<file path="config.mk">
export PLATFORM = sky130hd
export DESIGN_NAME = sound_player
export DESIGN_NICKNAME = d
export VERILOG_FILES = /design/src/rtl/sound_player.sv
export SDC_FILE = /design/constraint.sdc
export NUM_CORES = 1
export LEC_CHECK = 0
export ABC_AREA = 0
export BUFFER_PORTS_ARGS = -buffer_cell sky130_fd_sc_hd__buf_2
export CAP_MARGIN = 20
export CORE_ASPECT_RATIO = 0.7
export CORE_MARGIN = 2
export CORE_UTILIZATION = 30
export DETAILED_ROUTE_END_ITERATION = 10
export GPL_TIMING_DRIVEN = 0
export PLACE_DENSITY = 0.49
export SYNTH_ARGS = -nofsm -noshare
export SYNTH_HDL_FRONTEND = slang
export SYNTH_SLANG_ARGS = --single-unit
export TNS_END_PERCENT = 30
</file>
<file path="constraint.sdc">
create_clock -name clk -period 3.6 [get_ports clk]
set_clock_uncertainty 0.1 [all_clocks]
set_input_delay 0.18 -clock clk [delete_from_list [all_inputs] [get_ports clk]]
set_output_delay 0.18 -clock clk [all_outputs]
set_load 0.02 [all_outputs]
</file>
<file path="src/rtl/sound_player.sv">
// Event-driven square-wave tone generator. A new sound code, or a hit strobe
// re-announcing the current code, starts a fixed-length tone at that code's pitch.
module sound_player #(
    parameter logic [19:0] HP1      = 20'd56818,
    parameter logic [19:0] HP2      = 20'd28409,
    parameter logic [19:0] HP3      = 20'd18939,
    parameter logic [19:0] HP4      = 20'd14205,
    parameter logic [23:0] DURATION = 24'd2500000
) (
    input  logic       clk,
    input  logic       reset,
    input  logic [2:0] sound_code,
    input  logic       hit_strobe,
    input  logic       mute,
    output logic       speaker,
    output logic       busy,
    output logic [2:0] cur_code
);

    typedef enum logic {IDLE, PLAY} state_t;

    state_t      state_q, state_d;
    logic [2:0]  last_code_q, last_code_d;
    logic [19:0] tone_cnt_q, tone_cnt_d;
    logic [23:0] dur_cnt_q, dur_cnt_d;
    logic [19:0] half_per_q, half_per_d;
    logic        wave_q, wave_d;
    logic [2:0]  cur_code_q, cur_code_d;

    logic [19:0] hp_sel;
    logic        code_valid;
    logic        trigger;

    always_comb begin
        hp_sel = HP1;
        case (sound_code)
            3'd1:    hp_sel = HP1;
            3'd2:    hp_sel = HP2;
            3'd3:    hp_sel = HP3;
            3'd4:    hp_sel = HP4;
            default: hp_sel = HP1;
        endcase
    end

    // Codes 0 and 5-7 are ignored entirely: they neither start nor stop a tone.
    assign code_valid = (sound_code >= 3'd1) && (sound_code <= 3'd4);
    assign trigger    = code_valid && ((sound_code != last_code_q) || hit_strobe);

    always_comb begin
        state_d     = state_q;
        last_code_d = sound_code;
        tone_cnt_d  = tone_cnt_q;
        dur_cnt_d   = dur_cnt_q;
        half_per_d  = half_per_q;
        wave_d      = wave_q;
        cur_code_d  = cur_code_q;

        if (trigger) begin
            // A trigger outranks expiry, so back-to-back tones never show an idle cycle.
            state_d    = PLAY;
            cur_code_d = sound_code;
            half_per_d = hp_sel;
            tone_cnt_d = hp_sel - 20'd1;
            dur_cnt_d  = DURATION - 24'd1;
            wave_d     = 1'b1;
        end else if (state_q == PLAY) begin
            if (tone_cnt_q == 20'd0) begin
                wave_d     = ~wave_q;
                tone_cnt_d = half_per_q - 20'd1;
            end else begin
                tone_cnt_d = tone_cnt_q - 20'd1;
            end
            if (dur_cnt_q == 24'd0) begin
                state_d    = IDLE;
                wave_d     = 1'b0;
                cur_code_d = 3'd0;
            end else begin
                dur_cnt_d = dur_cnt_q - 24'd1;
            end
        end else begin
            wave_d = 1'b0;
        end
    end

    always_ff @(posedge clk or posedge reset) begin
        if (reset) begin
            state_q     <= IDLE;
            last_code_q <= 3'd0;
            tone_cnt_q  <= 20'd0;
            dur_cnt_q   <= 24'd0;
            half_per_q  <= 20'd0;
            wave_q      <= 1'b0;
            cur_code_q  <= 3'd0;
        end else begin
            state_q     <= state_d;
            last_code_q <= last_code_d;
            tone_cnt_q  <= tone_cnt_d;
            dur_cnt_q   <= dur_cnt_d;
            half_per_q  <= half_per_d;
            wave_q      <= wave_d;
            cur_code_q  <= cur_code_d;
        end
    end

    assign speaker  = wave_q & ~mute;
    assign busy     = (state_q == PLAY);
    assign cur_code = cur_code_q;

endmodule

</file>
==> flow_summary.yaml <==
finish:
  nets: 438
  final_common_cell: "dfrtp_1"
  final_cell_mix: "62 x dfrtp_1, 48 x nand2_1, 37 x nor2_1, 23 x o21ai_0, 20 x nor3_1"
  design_area_sq_mm: 0.00427
  drive_gt1_frac: 0.129
  fin_cells: 591
  final_util: 0.362
  antennaDiodeCount: 0
  synthToLayoutAreaGrowth_pct: 17.5
synth:
  synthMuxAreaShare: 0.0172
  synth_flop_cell: "dfrtp_1"
  synthXorXnorAreaFrac: 0.0555
  synth-edff-count: 0
  ys_seq_elements: 62
  ys_seq_area_frac: 0.427
  synth-warning-count: 0
  synth_area_per_cell_sq_um: 9.03
  synth_simple_gate_area_frac: 0.253
  netlist_area_sq_mm: 0.00363
  synth_top_family_by_area: "simple AND/OR/NAND/NOR gates"
  synthAdderAreaFrac: 0.00689
  synth.distinct_cells: 69
  synth_cells: 402
  synth_async_sr_flop_share: 1.00
  syn-num-nets: 411
  synth_compound_gate_area_share: 0.201
setup_path:
  cp_top_family: "simple AND/OR/NAND/NOR gates"
  path_class: "reg2reg"
  cp_cell_sequence: "nor4_2 -> nand4b_1 -> buf_2 -> nor3_4 -> buf_4 -> a21oi_1 -> ha_1 -> and2_1 -> o41ai_2 -> a2111oi_2 -> mux2i_1 -> or3_1"
  arrival_ns: 3.48
  worstRegToRegCells: 12
  end_kind: "register"
  crit_path_top_delay_cell: "dfrtp_1"
  cp_num_buf_inv: 2
  start_kind: "register"
  r2r_start: "tone_cnt_q[11]"
  rr_endpoint: "tone_cnt_q[10]"
  reg2reg_slack_ns: 0.22
  required_ns: 3.70
  cpPeakStageDelay_ns: 0.44
  path_max_fanout: 10
  startpoint: "tone_cnt_q[11]"
placed_design:
  pre_cts_ws_ns: 0.238
  placed_cell_area_sq_mm: 0.00390
  hpwlAfterDp_mm: 7.28
  dp_cells: 571
  routabilityCongestion: 0.865
  port_buffers: 11
cts:
  numCtsBuffers: 9
  cts_sinks: 62
  post_cts_buffers: 0
  cts_max_level: 3
  cts_tree: "done"
  clock_latency_ns: 0.33
  root_buffer: "clkbuf_16"
  cts.clk_slew.worst_paths_ns: 0.05
  cts_max_path_buffers: 2
sta:
  fin_setup_tns_ns: 0
  fmaxAchievable_mhz: 296
  period_share: 0.938
  hold_viol_final: 0
  setup-violations-final: 0
  relSlewSlack: 0.274
  fin_crit_ns: 3.38
  worst_slack_ns: 0.225
  rsz0062_at_grt: "false"
  final-max-slew-violation-count: 0
  hold_ws_ns: 0.351
  worst_pin_slew_ns: 1.08
power_and_ir_drop:
  p_per_area_mw_per_mm2: 466
  irDropWorstVdd_uv: 233
  leakage_nw: 1.66
  finalPower_mw: 1.99
detailed_routing:
  wl_mm: 10.3
  routedWlPerCell_um: 17.5
  drc: 0
  route.met2.wl_mm: 4.12
  routed.top_layer: "met5"
  wl_met3_um: 526
  via_per_inst: 5.46
  vias: 3228
  drt_iter0_drc: 271
  ant_nets: 0
  first_pass_iters: 5
  wl_met1_mm: 5.48
floorplanning:
  num_rows: 33
  die_w_um: 135
  start_util: 0.309
  dieArea_sq_mm: 0.0130
  die_y_um: 96.0
  core_sq_mm: 0.0118
  io_pins: 12
global_route:
  grt_antenna_before_repair: 1
  track_usage: 0.173
  grt_pass1_wl_mm: 17.0
  grt_max_degree: 41
  grt_pass1_vias: 3107
  gr-total-overflow: 0
worst_hold_path:
  min_to: "cur_code[1]"
  hold_class: "in2reg"
  min-delay-start: "hit_strobe"
  whs_path_depth: 5
run:
  maxCapViolations: 0
run_status:
  status: "finished clean"
cell usage after synthesis, types with 2 or more instances:
library cell / instances / share of area
a211oi_1: 3 / 0.0062
a21o_1: 4 / 0.0083
a21oi_1: 19 / 0.026
a31oi_1: 3 / 0.0052
a41oi_1: 2 / 0.0048
and2_1: 2 / 0.0034
and3_1: 4 / 0.0069
buf_2: 3 / 0.0041
buf_4: 2 / 0.0041
clkbuf_1: 13 / 0.013
dfrtp_1: 62 / 0.43
ha_1: 2 / 0.0069
inv_1: 13 / 0.013
mux2i_1: 4 / 0.011
nand2_1: 48 / 0.050
nand2b_1: 3 / 0.0052
nand3_1: 7 / 0.0096
nand4_1: 2 / 0.0034
nand4b_1: 3 / 0.0072
nor2_1: 37 / 0.038
nor2_2: 2 / 0.0034
nor3_1: 20 / 0.028
nor3_4: 2 / 0.0090
nor4_1: 13 / 0.022
nor4_2: 3 / 0.010
o2111ai_1: 3 / 0.0072
o211a_1: 2 / 0.0055
o211ai_1: 6 / 0.012
o21a_1: 3 / 0.0062
o21ai_0: 23 / 0.032
o21ai_1: 2 / 0.0028
o21bai_1: 3 / 0.0062
o2bb2ai_1: 2 / 0.0048
o311ai_0: 2 / 0.0048
o31ai_1: 9 / 0.019
o41ai_1: 2 / 0.0048
or2_2: 3 / 0.0052
or3_1: 10 / 0.017
or4_1: 5 / 0.010
xnor2_1: 19 / 0.046
xor2_1: 4 / 0.0096
sequential cells by signal (all words and copies together), names as in the netlist:
signal and cells:
wave_q 1, tone_cnt_q 20, dur_cnt_q 24, cur_code 3, last_code_q 3, busy 1
half_per_q 10
what timing repair did:
item | 4_1_cts | 5_1_grt
resized for setup | 0 | 1
endpoints found under the hold margin | 25 | 0
hold buffers | 4 | 0
endpoints found under the setup margin | 0 | 1
cell type report:
type,instances,area (sq um)
clock buffer,12,246
fill,1216,7500
sequential,62,1550
timing repair buffer,16,115
buffer,19,90.1
inverter,14,52.6
clock inverter,4,70.1
multi-input combinational,307,1940
tap,157,196
per-layer routing:
layer | vias to the layer above | track usage
li1 | 1527 | -
met1 | 1598 | 0.262
met2 | 79 | 0.239
met3 | 22 | 0.0353
met4 | 2 | 0.0634
met5 | - | 0
worst register-to-register path: stages, from the launching register on:
cell and delay (ns):
dfrtp_1 0.44, nor4_2 0.40, nand4b_1 0.21, buf_2 0.24, nor3_4 0.26, buf_4 0.25, a21oi_1 0.10, ha_1 0.25
and2_1 0.20, o41ai_2 0.12, a2111oi_2 0.14, mux2i_1 0.16, or3_1 0.39
power breakdown:
part / internal, mW / total (mW) / switching (mW)
Sequential: 0.746 / 0.809 / 0.0628
Clock: 0.623 / 0.936 / 0.313
Combinational: 0.0908 / 0.245 / 0.154
cell families (layout without fill, tap and decap cells):
group,after synthesis,after routing
fa+ha+maj,2,2
flops,62,62
compound gates,103,103
xor+xnor,23,23
buf+inv,33,65
mux,6,6
simple gates,173,173
worst max path at each step:
| stage | to | slack [ns] | cells past startpoint |
|---|---|---|---|
| 4_1_cts | tone_cnt_q[10] | 0.21 | 12 |
| 3_5_place_dp | tone_cnt_q[10] | 0.24 | 12 |
| 2_1_floorplan | tone_cnt_q[10] | 0.73 | 12 |
| 3_3_place_gp | tone_cnt_q[10] | 0.25 | 12 |
| 6_report | tone_cnt_q[10] | 0.22 | 12 |
| 5_1_grt | tone_cnt_q[10] | 0.06 | 12 |
Power figures use the tool's default switching activity.
